**config.mk**
```make
export PLATFORM = sky130hd
export DESIGN_NAME = cv32e40x_mpu_ctrl
export DESIGN_NICKNAME = d
export VERILOG_FILES = /design/src/rtl/cv32e40x_pkg.sv /design/src/rtl/cv32e40x_pma.sv /design/src/rtl/cv32e40x_mpu_ctrl.sv
export SDC_FILE = /design/constraint.sdc
export NUM_CORES = 1
export LEC_CHECK = 0
export BUFFER_PORTS_ARGS = -buffer_cell sky130_fd_sc_hd__buf_2
export CAP_MARGIN = 10
export CORE_ASPECT_RATIO = 0.75
export CORE_UTILIZATION = 26
export CTS_CLUSTER_DIAMETER = 40
export CTS_CLUSTER_SIZE = 14
export DETAILED_ROUTE_END_ITERATION = 6
export PLACE_DENSITY = 0.84
export SLEW_MARGIN = 0
export SYNTH_ARGS = -nofsm -noshare
export SYNTH_HDL_FRONTEND = slang
export SYNTH_SLANG_ARGS = --single-unit
```
**constraint.sdc**
```tcl
create_clock -name clk -period 1.35 [get_ports clk]
set_input_delay 0.27 -clock clk [delete_from_list [all_inputs] [get_ports clk]]
set_output_delay 0.27 -clock clk [all_outputs]
set_load 0.02 [all_outputs]
```
**src/rtl/cv32e40x_pkg.sv**
```systemverilog
// Shared MPU types: response fault status, controller state and PMA regions.
// Optional CV32E40X_MPU_MEMTYPE_EN exports PMA memory attributes on the bus.
package cv32e40x_pkg;

    typedef enum logic [1:0] {
        MPU_OK                 = 2'b00,
        MPU_INSTR_ACCESS_FAULT = 2'b01,
        MPU_LOAD_ACCESS_FAULT  = 2'b10,
        MPU_STORE_ACCESS_FAULT = 2'b11
    } mpu_status_e;

    typedef enum logic {
        MPU_IDLE     = 1'b0,
        MPU_ERR_WAIT = 1'b1
    } mpu_state_e;

    // Byte address range, both bounds inclusive
    typedef struct packed {
        logic [31:0] addr_low;
        logic [31:0] addr_high;
        logic        main;
        logic        bufferable;
        logic        cacheable;
        logic        atomic;
    } pma_region_t;

    localparam pma_region_t PMA_R_DEFAULT = '{
        addr_low:   32'h0000_0000,
        addr_high:  32'hFFFF_FFFF,
        main:       1'b1,
        bufferable: 1'b0,
        cacheable:  1'b0,
        atomic:     1'b1
    };

    function automatic mpu_status_e mpu_fault(input logic instr, input logic we);
        if (instr) begin
            return MPU_INSTR_ACCESS_FAULT;
        end
        return we ? MPU_STORE_ACCESS_FAULT : MPU_LOAD_ACCESS_FAULT;
    endfunction

endpackage

```
**src/rtl/cv32e40x_pma.sv**
```systemverilog
// PMA lookup: lowest-index matching region wins; no match means
// non-main, non-atomic, uncached I/O space.
module cv32e40x_pma
    import cv32e40x_pkg::*;
#(
    parameter int          PMA_NUM_REGIONS = 1,
    parameter pma_region_t PMA_CFG [0:PMA_NUM_REGIONS-1] = '{PMA_R_DEFAULT}
) (
    input  logic [31:0] trans_addr_i,
    input  logic        instr_fetch_i,
    input  logic        speculative_access_i,
    input  logic        atomic_access_i,
    output logic        pma_blocked_o,
    output logic        pma_bufferable_o,
    output logic        pma_cacheable_o
);

    logic main_s;
    logic atomic_s;

    always_comb begin
        main_s           = 1'b0;
        atomic_s         = 1'b0;
        pma_bufferable_o = 1'b0;
        pma_cacheable_o  = 1'b0;
        for (int i = PMA_NUM_REGIONS - 1; i >= 0; i--) begin
            if (trans_addr_i >= PMA_CFG[i].addr_low &&
                trans_addr_i <= PMA_CFG[i].addr_high) begin
                main_s           = PMA_CFG[i].main;
                atomic_s         = PMA_CFG[i].atomic;
                pma_bufferable_o = PMA_CFG[i].bufferable;
                pma_cacheable_o  = PMA_CFG[i].cacheable;
            end
        end
    end

    // I/O space is never fetched from nor touched speculatively
    assign pma_blocked_o = (instr_fetch_i && !main_s) ||
                           (speculative_access_i && !main_s) ||
                           (atomic_access_i && !atomic_s);

endmodule

```
**src/rtl/cv32e40x_mpu_ctrl.sv**
```systemverilog
// MPU controller between requester and OBI: PMA blocking, ordered synthetic
// fault responses, outstanding tracking. Option: CV32E40X_MPU_MEMTYPE_EN.
module cv32e40x_mpu_ctrl
    import cv32e40x_pkg::*;
#(
    parameter int          IF_STAGE        = 1,
    parameter int          MAX_OUTSTANDING = 2,
    parameter int          PMA_NUM_REGIONS = 1,
    parameter pma_region_t PMA_CFG [0:PMA_NUM_REGIONS-1] = '{PMA_R_DEFAULT}
) (
    input  logic        clk,
    input  logic        rst_n,
    input  logic        speculative_access_i,
    input  logic        atomic_access_i,
    input  logic        core_trans_valid_i,
    output logic        core_trans_ready_o,
    input  logic [31:0] core_trans_addr_i,
    input  logic        core_trans_we_i,
    output logic        core_resp_valid_o,
    output logic        core_resp_err_o,
    output logic [1:0]  core_resp_mpu_status_o,
    output logic        bus_trans_valid_o,
    input  logic        bus_trans_ready_i,
    output logic [31:0] bus_trans_addr_o,
    output logic        bus_trans_we_o,
    output logic [1:0]  bus_trans_memtype_o,
    input  logic        bus_resp_valid_i,
    input  logic        bus_resp_err_i
);

    localparam int              CNT_W   = $clog2(MAX_OUTSTANDING + 1);
    localparam logic [CNT_W-1:0] CNT_MAX = CNT_W'(MAX_OUTSTANDING);

    mpu_state_e       state_q, state_d;
    mpu_status_e      status_q, status_d;
    logic [CNT_W-1:0] cnt_q, cnt_d;

    logic pma_blocked;
    logic pma_bufferable;
    logic pma_cacheable;
    logic bus_issue;
    logic err_resp;

    cv32e40x_pma #(
        .PMA_NUM_REGIONS (PMA_NUM_REGIONS),
        .PMA_CFG         (PMA_CFG)
    ) pma_i (
        .trans_addr_i         (core_trans_addr_i),
        .instr_fetch_i        (IF_STAGE != 0),
        .speculative_access_i (speculative_access_i),
        .atomic_access_i      (atomic_access_i),
        .pma_blocked_o        (pma_blocked),
        .pma_bufferable_o     (pma_bufferable),
        .pma_cacheable_o      (pma_cacheable)
    );

    assign bus_trans_addr_o = core_trans_addr_i;
    assign bus_trans_we_o   = core_trans_we_i;

`ifdef CV32E40X_MPU_MEMTYPE_EN
    assign bus_trans_memtype_o = {pma_cacheable, pma_bufferable};
`else
    logic unused_memtype;
    assign unused_memtype      = pma_cacheable ^ pma_bufferable;
    assign bus_trans_memtype_o = 2'b00;
`endif

    always_comb begin
        state_d            = state_q;
        status_d           = status_q;
        bus_trans_valid_o  = 1'b0;
        core_trans_ready_o = 1'b0;
        unique case (state_q)
            MPU_IDLE: begin
                if (pma_blocked) begin
                    core_trans_ready_o = 1'b1;
                    if (core_trans_valid_i) begin
                        status_d = mpu_fault(IF_STAGE != 0, core_trans_we_i);
                        state_d  = MPU_ERR_WAIT;
                    end
                end else if (cnt_q != CNT_MAX) begin
                    bus_trans_valid_o  = core_trans_valid_i;
                    core_trans_ready_o = bus_trans_ready_i;
                end
            end
            MPU_ERR_WAIT: begin
                if (cnt_q == '0) begin
                    state_d = MPU_IDLE;
                end
            end
            default: state_d = MPU_IDLE;
        endcase
    end

    assign bus_issue = bus_trans_valid_o && bus_trans_ready_i;

    always_comb begin
        cnt_d = cnt_q;
        unique case ({bus_issue, bus_resp_valid_i})
            2'b10:   cnt_d = cnt_q + 1'b1;
            2'b01:   cnt_d = (cnt_q != '0) ? cnt_q - 1'b1 : cnt_q;
            default: cnt_d = cnt_q;
        endcase
    end

    always_ff @(posedge clk) begin
        if (!rst_n) begin
            state_q  <= MPU_IDLE;
            status_q <= MPU_OK;
            cnt_q    <= '0;
        end else begin
            state_q  <= state_d;
            status_q <= status_d;
            cnt_q    <= cnt_d;
        end
    end

    // Synthetic response only once every earlier bus response has drained
    assign err_resp = (state_q == MPU_ERR_WAIT) && (cnt_q == '0);

    assign core_resp_valid_o      = bus_resp_valid_i || err_resp;
    assign core_resp_err_o        = bus_resp_valid_i && bus_resp_err_i;
    assign core_resp_mpu_status_o = bus_resp_valid_i ? MPU_OK :
                                    err_resp         ? status_q : MPU_OK;

    a_no_underflow: assert property (
        @(posedge clk) disable iff (!rst_n)
        bus_resp_valid_i |-> cnt_q != '0
    );

    a_no_overflow: assert property (
        @(posedge clk) disable iff (!rst_n)
        cnt_q <= CNT_MAX
    );

endmodule

```
==> impl_results.md <==
* Routed WL per cell at 10.8 um
* Die footprint at 0.00201 sq mm
* Worst reg-to-reg setup slack at 0.13 ns
* # Max-Cap Violations at 0
* IO Count at 82
* Final setup skew at 0.000144 ns
* H-tree depth at 1
* Initial Utilization at 29.9%
* ANT nets after route at 0
* CTS Buffer Depth at 2
* Crit Path Max Fanout at 6
* Placer Congestion at 0.702
* Syn Inst Count at 60
* Most frequent cells in the layout: buf_2 (7), conb_1 (4), clkbuf_4 (3)
* Drt first pass iters at 4
* Final hold vios at 0
* Initial drt markers at 4
* Placed cells at 55
* Core Util, Final at 20.8%
* Antenna violations before repair at 0
* PwrDens at 937 mW/mm^2
* Pre-CTS setup slack at 0.157 ns
* Static Leak at 0.148 nW
* CTS tree: built
* Status: finished clean
* GRT overflow at 0
* Die X at 51.4 um
* Largest net degree at the start of global routing at 9
* Final Max Slew Viols at 0
* Setup_tns at 0 ns
* Vias in the first global route at 222
* FP Rows at 12
* Synth warn at 0
* Die Ht at 39.0 um
* M1 WL at 193 um
* Critical Path, Cell by Cell: nor2b_4 -> nor3b_2 -> buf_4
* Fin crit period at 1.33 ns
* Via count at 250
* Fillers at 192
* DRC viols at 0
* Highest routed layer: met4
* Final Worst Setup Slack at 0.0234 ns
* Core area at 0.00159 sq mm
* IO Port Bufs at 9
* Met2 WL at 372 um
* Crit path arrival time at 1.06 ns
* Largest stage delay, worst path at 0.34 ns
* ANT cells at 0
* Clock sink count at 3
* Finish-stage setup viols at 0
* WL final at 635 um
* Max Fclk at 754 MHz
* Avg Cell Area, Syn at 7.92 sq um
* RSZ-0062 raised after global routing: yes
* Worst path slowest cell: dfxtp_2
* FF/Latch Area at 65.1 sq um
* Nets at 80
* Commonest non-fill, non-tap cell in the layout: buf_2
* Post-DP HPWL at 458 um
* Synthesized flop and latch total at 3
* CTS Buf Count at 3
* Non-filler cells, final at 59
* Worst Path Buf+Inv at 1
* Mapped cell area at 475 sq um
* Critical path type: flip-flop to output port
* Sequential share of the synthesized area at 12.6%
* Multi-input logic area at 159 sq um
* CTS clk-pin slew, worst paths at 0.04 ns
* Hold Worst Slack at 0.286 ns
* Vias/cell at 4.24
* First-pass GRT wire length at 828 um
* P&R area growth vs syn at -30.5%
* Total GRT Usage at 6.77%
* Fraction of layout cells with a size suffix above 1 at 50.0%
* Met3 wire length at 50 um
* Critical path launch point type: flip-flop
* Yosys cell types at 20
* Critical Path Sink Type: output port
* VDD IR max at 0.000239 V
* Final Cycle Share at 98.3%
* Hold Crit Class: primary input to flip-flop
* Hold-fix buffers, CTS at 0
* Setup bufs post-CTS at 0
* CP delay by family, top: flip-flops
* Required time worst endpoint at 1.08 ns
* Root Driver: clkbuf_4
* Clock latency at the later pin of the worst-skew pair at 0.23 ns
## state kept, by name, summed over array words and instances, names as in the netlist
signal / flops
cnt_q: 2
state_q: 1
## layout make-up
| type | count | share of cell area, % |
|---|---|---|
| Tap cell | 21 | 7.95 |
| Inverter | 1 | 1.14 |
| Sequential cell | 3 | 19.7 |
| Multi-Input combinational cell | 21 | 48.1 |
| Timing Repair Buffer | 9 | 15.2 |
| Clock buffer | 4 | 7.95 |
## synthesized netlist by cell type
cell type	count	area, sq um
a21o_2	1	8.76
a21oi_1	1	5.00
a221oi_1	1	8.76
a31oi_1	1	6.26
and2_1	1	6.26
buf_4	37	278
clkbuf_1	1	3.75
conb_1	1	3.75
dfxtp_1	3	60.1
inv_1	1	3.75
nand2_1	1	3.75
nand2b_1	1	6.26
nand3b_4	1	20.0
nor2_1	2	7.51
nor2b_1	1	6.26
nor3b_1	2	15.0
o211ai_1	1	7.51
or3_1	1	6.26
or4b_1	1	10.0
xnor2_1	1	8.76
## worst paths after layout
path	end	startpoint	depth (start not counted)
hold / removal	state_q$_SDFF_PN0_	rst_n	3
hold reg to reg	cnt_q[0]$_SDFFE_PN0P_	cnt_q[0]$_SDFFE_PN0P_	1
setup reg to reg	cnt_q[0]$_SDFFE_PN0P_	state_q$_SDFF_PN0_	3
setup / recovery	core_trans_ready_o	cnt_q[1]$_SDFFE_PN0P_	3
## cells by family (layout without fill, tap and decap cells)
family          after synthesis  after routing  share of synthesized area [%]
other cells                   1              4                          0.789
simple gates                 11             11                           17.1
buf+inv                      39             14                           60.0
flops                         3              3                           12.6
xor+xnor                      1              1                           1.84
compound gates                5              5                           7.63
## tightest hold or removal path, stage by stage
cell and delay, ns:
buf_2 0.10, nand2_1 0.06, nor2_1 0.04
## repair_timing
item                                   CTS  global route
endpoints found under the hold margin    0             0
gates resized for setup                  7             2
pin swaps                                1             1
setup endpoints to repair                2             3
## where the power goes
group	leakage (nW)	switching (mW)	internal [mW]
Combinational	0.107	0.0358	0.0236
Clock	0.0150	0.0451	0.111
Sequential	0.0255	0.00370	0.0906
## per-layer routing
| layer | track usage (%) | vias up |
|---|---|---|
| met3 | 5.10 | 2 |
| met4 | 8.78 | 0 |
| met1 | 3.63 | 128 |
| li1 | - | 108 |
| met5 | 0 | - |
| met2 | 12.3 | 12 |
## through the flow
stage | power [mW] | cell area (sq um)
after floorplan | 0.285 | 487
after global placement | 0.148 | 277
after detailed placement | 0.151 | 277
after CTS | 0.317 | 325
after global routing | 0.333 | 330
final | 0.310 | 330
(Power assumes the default switching activity.)
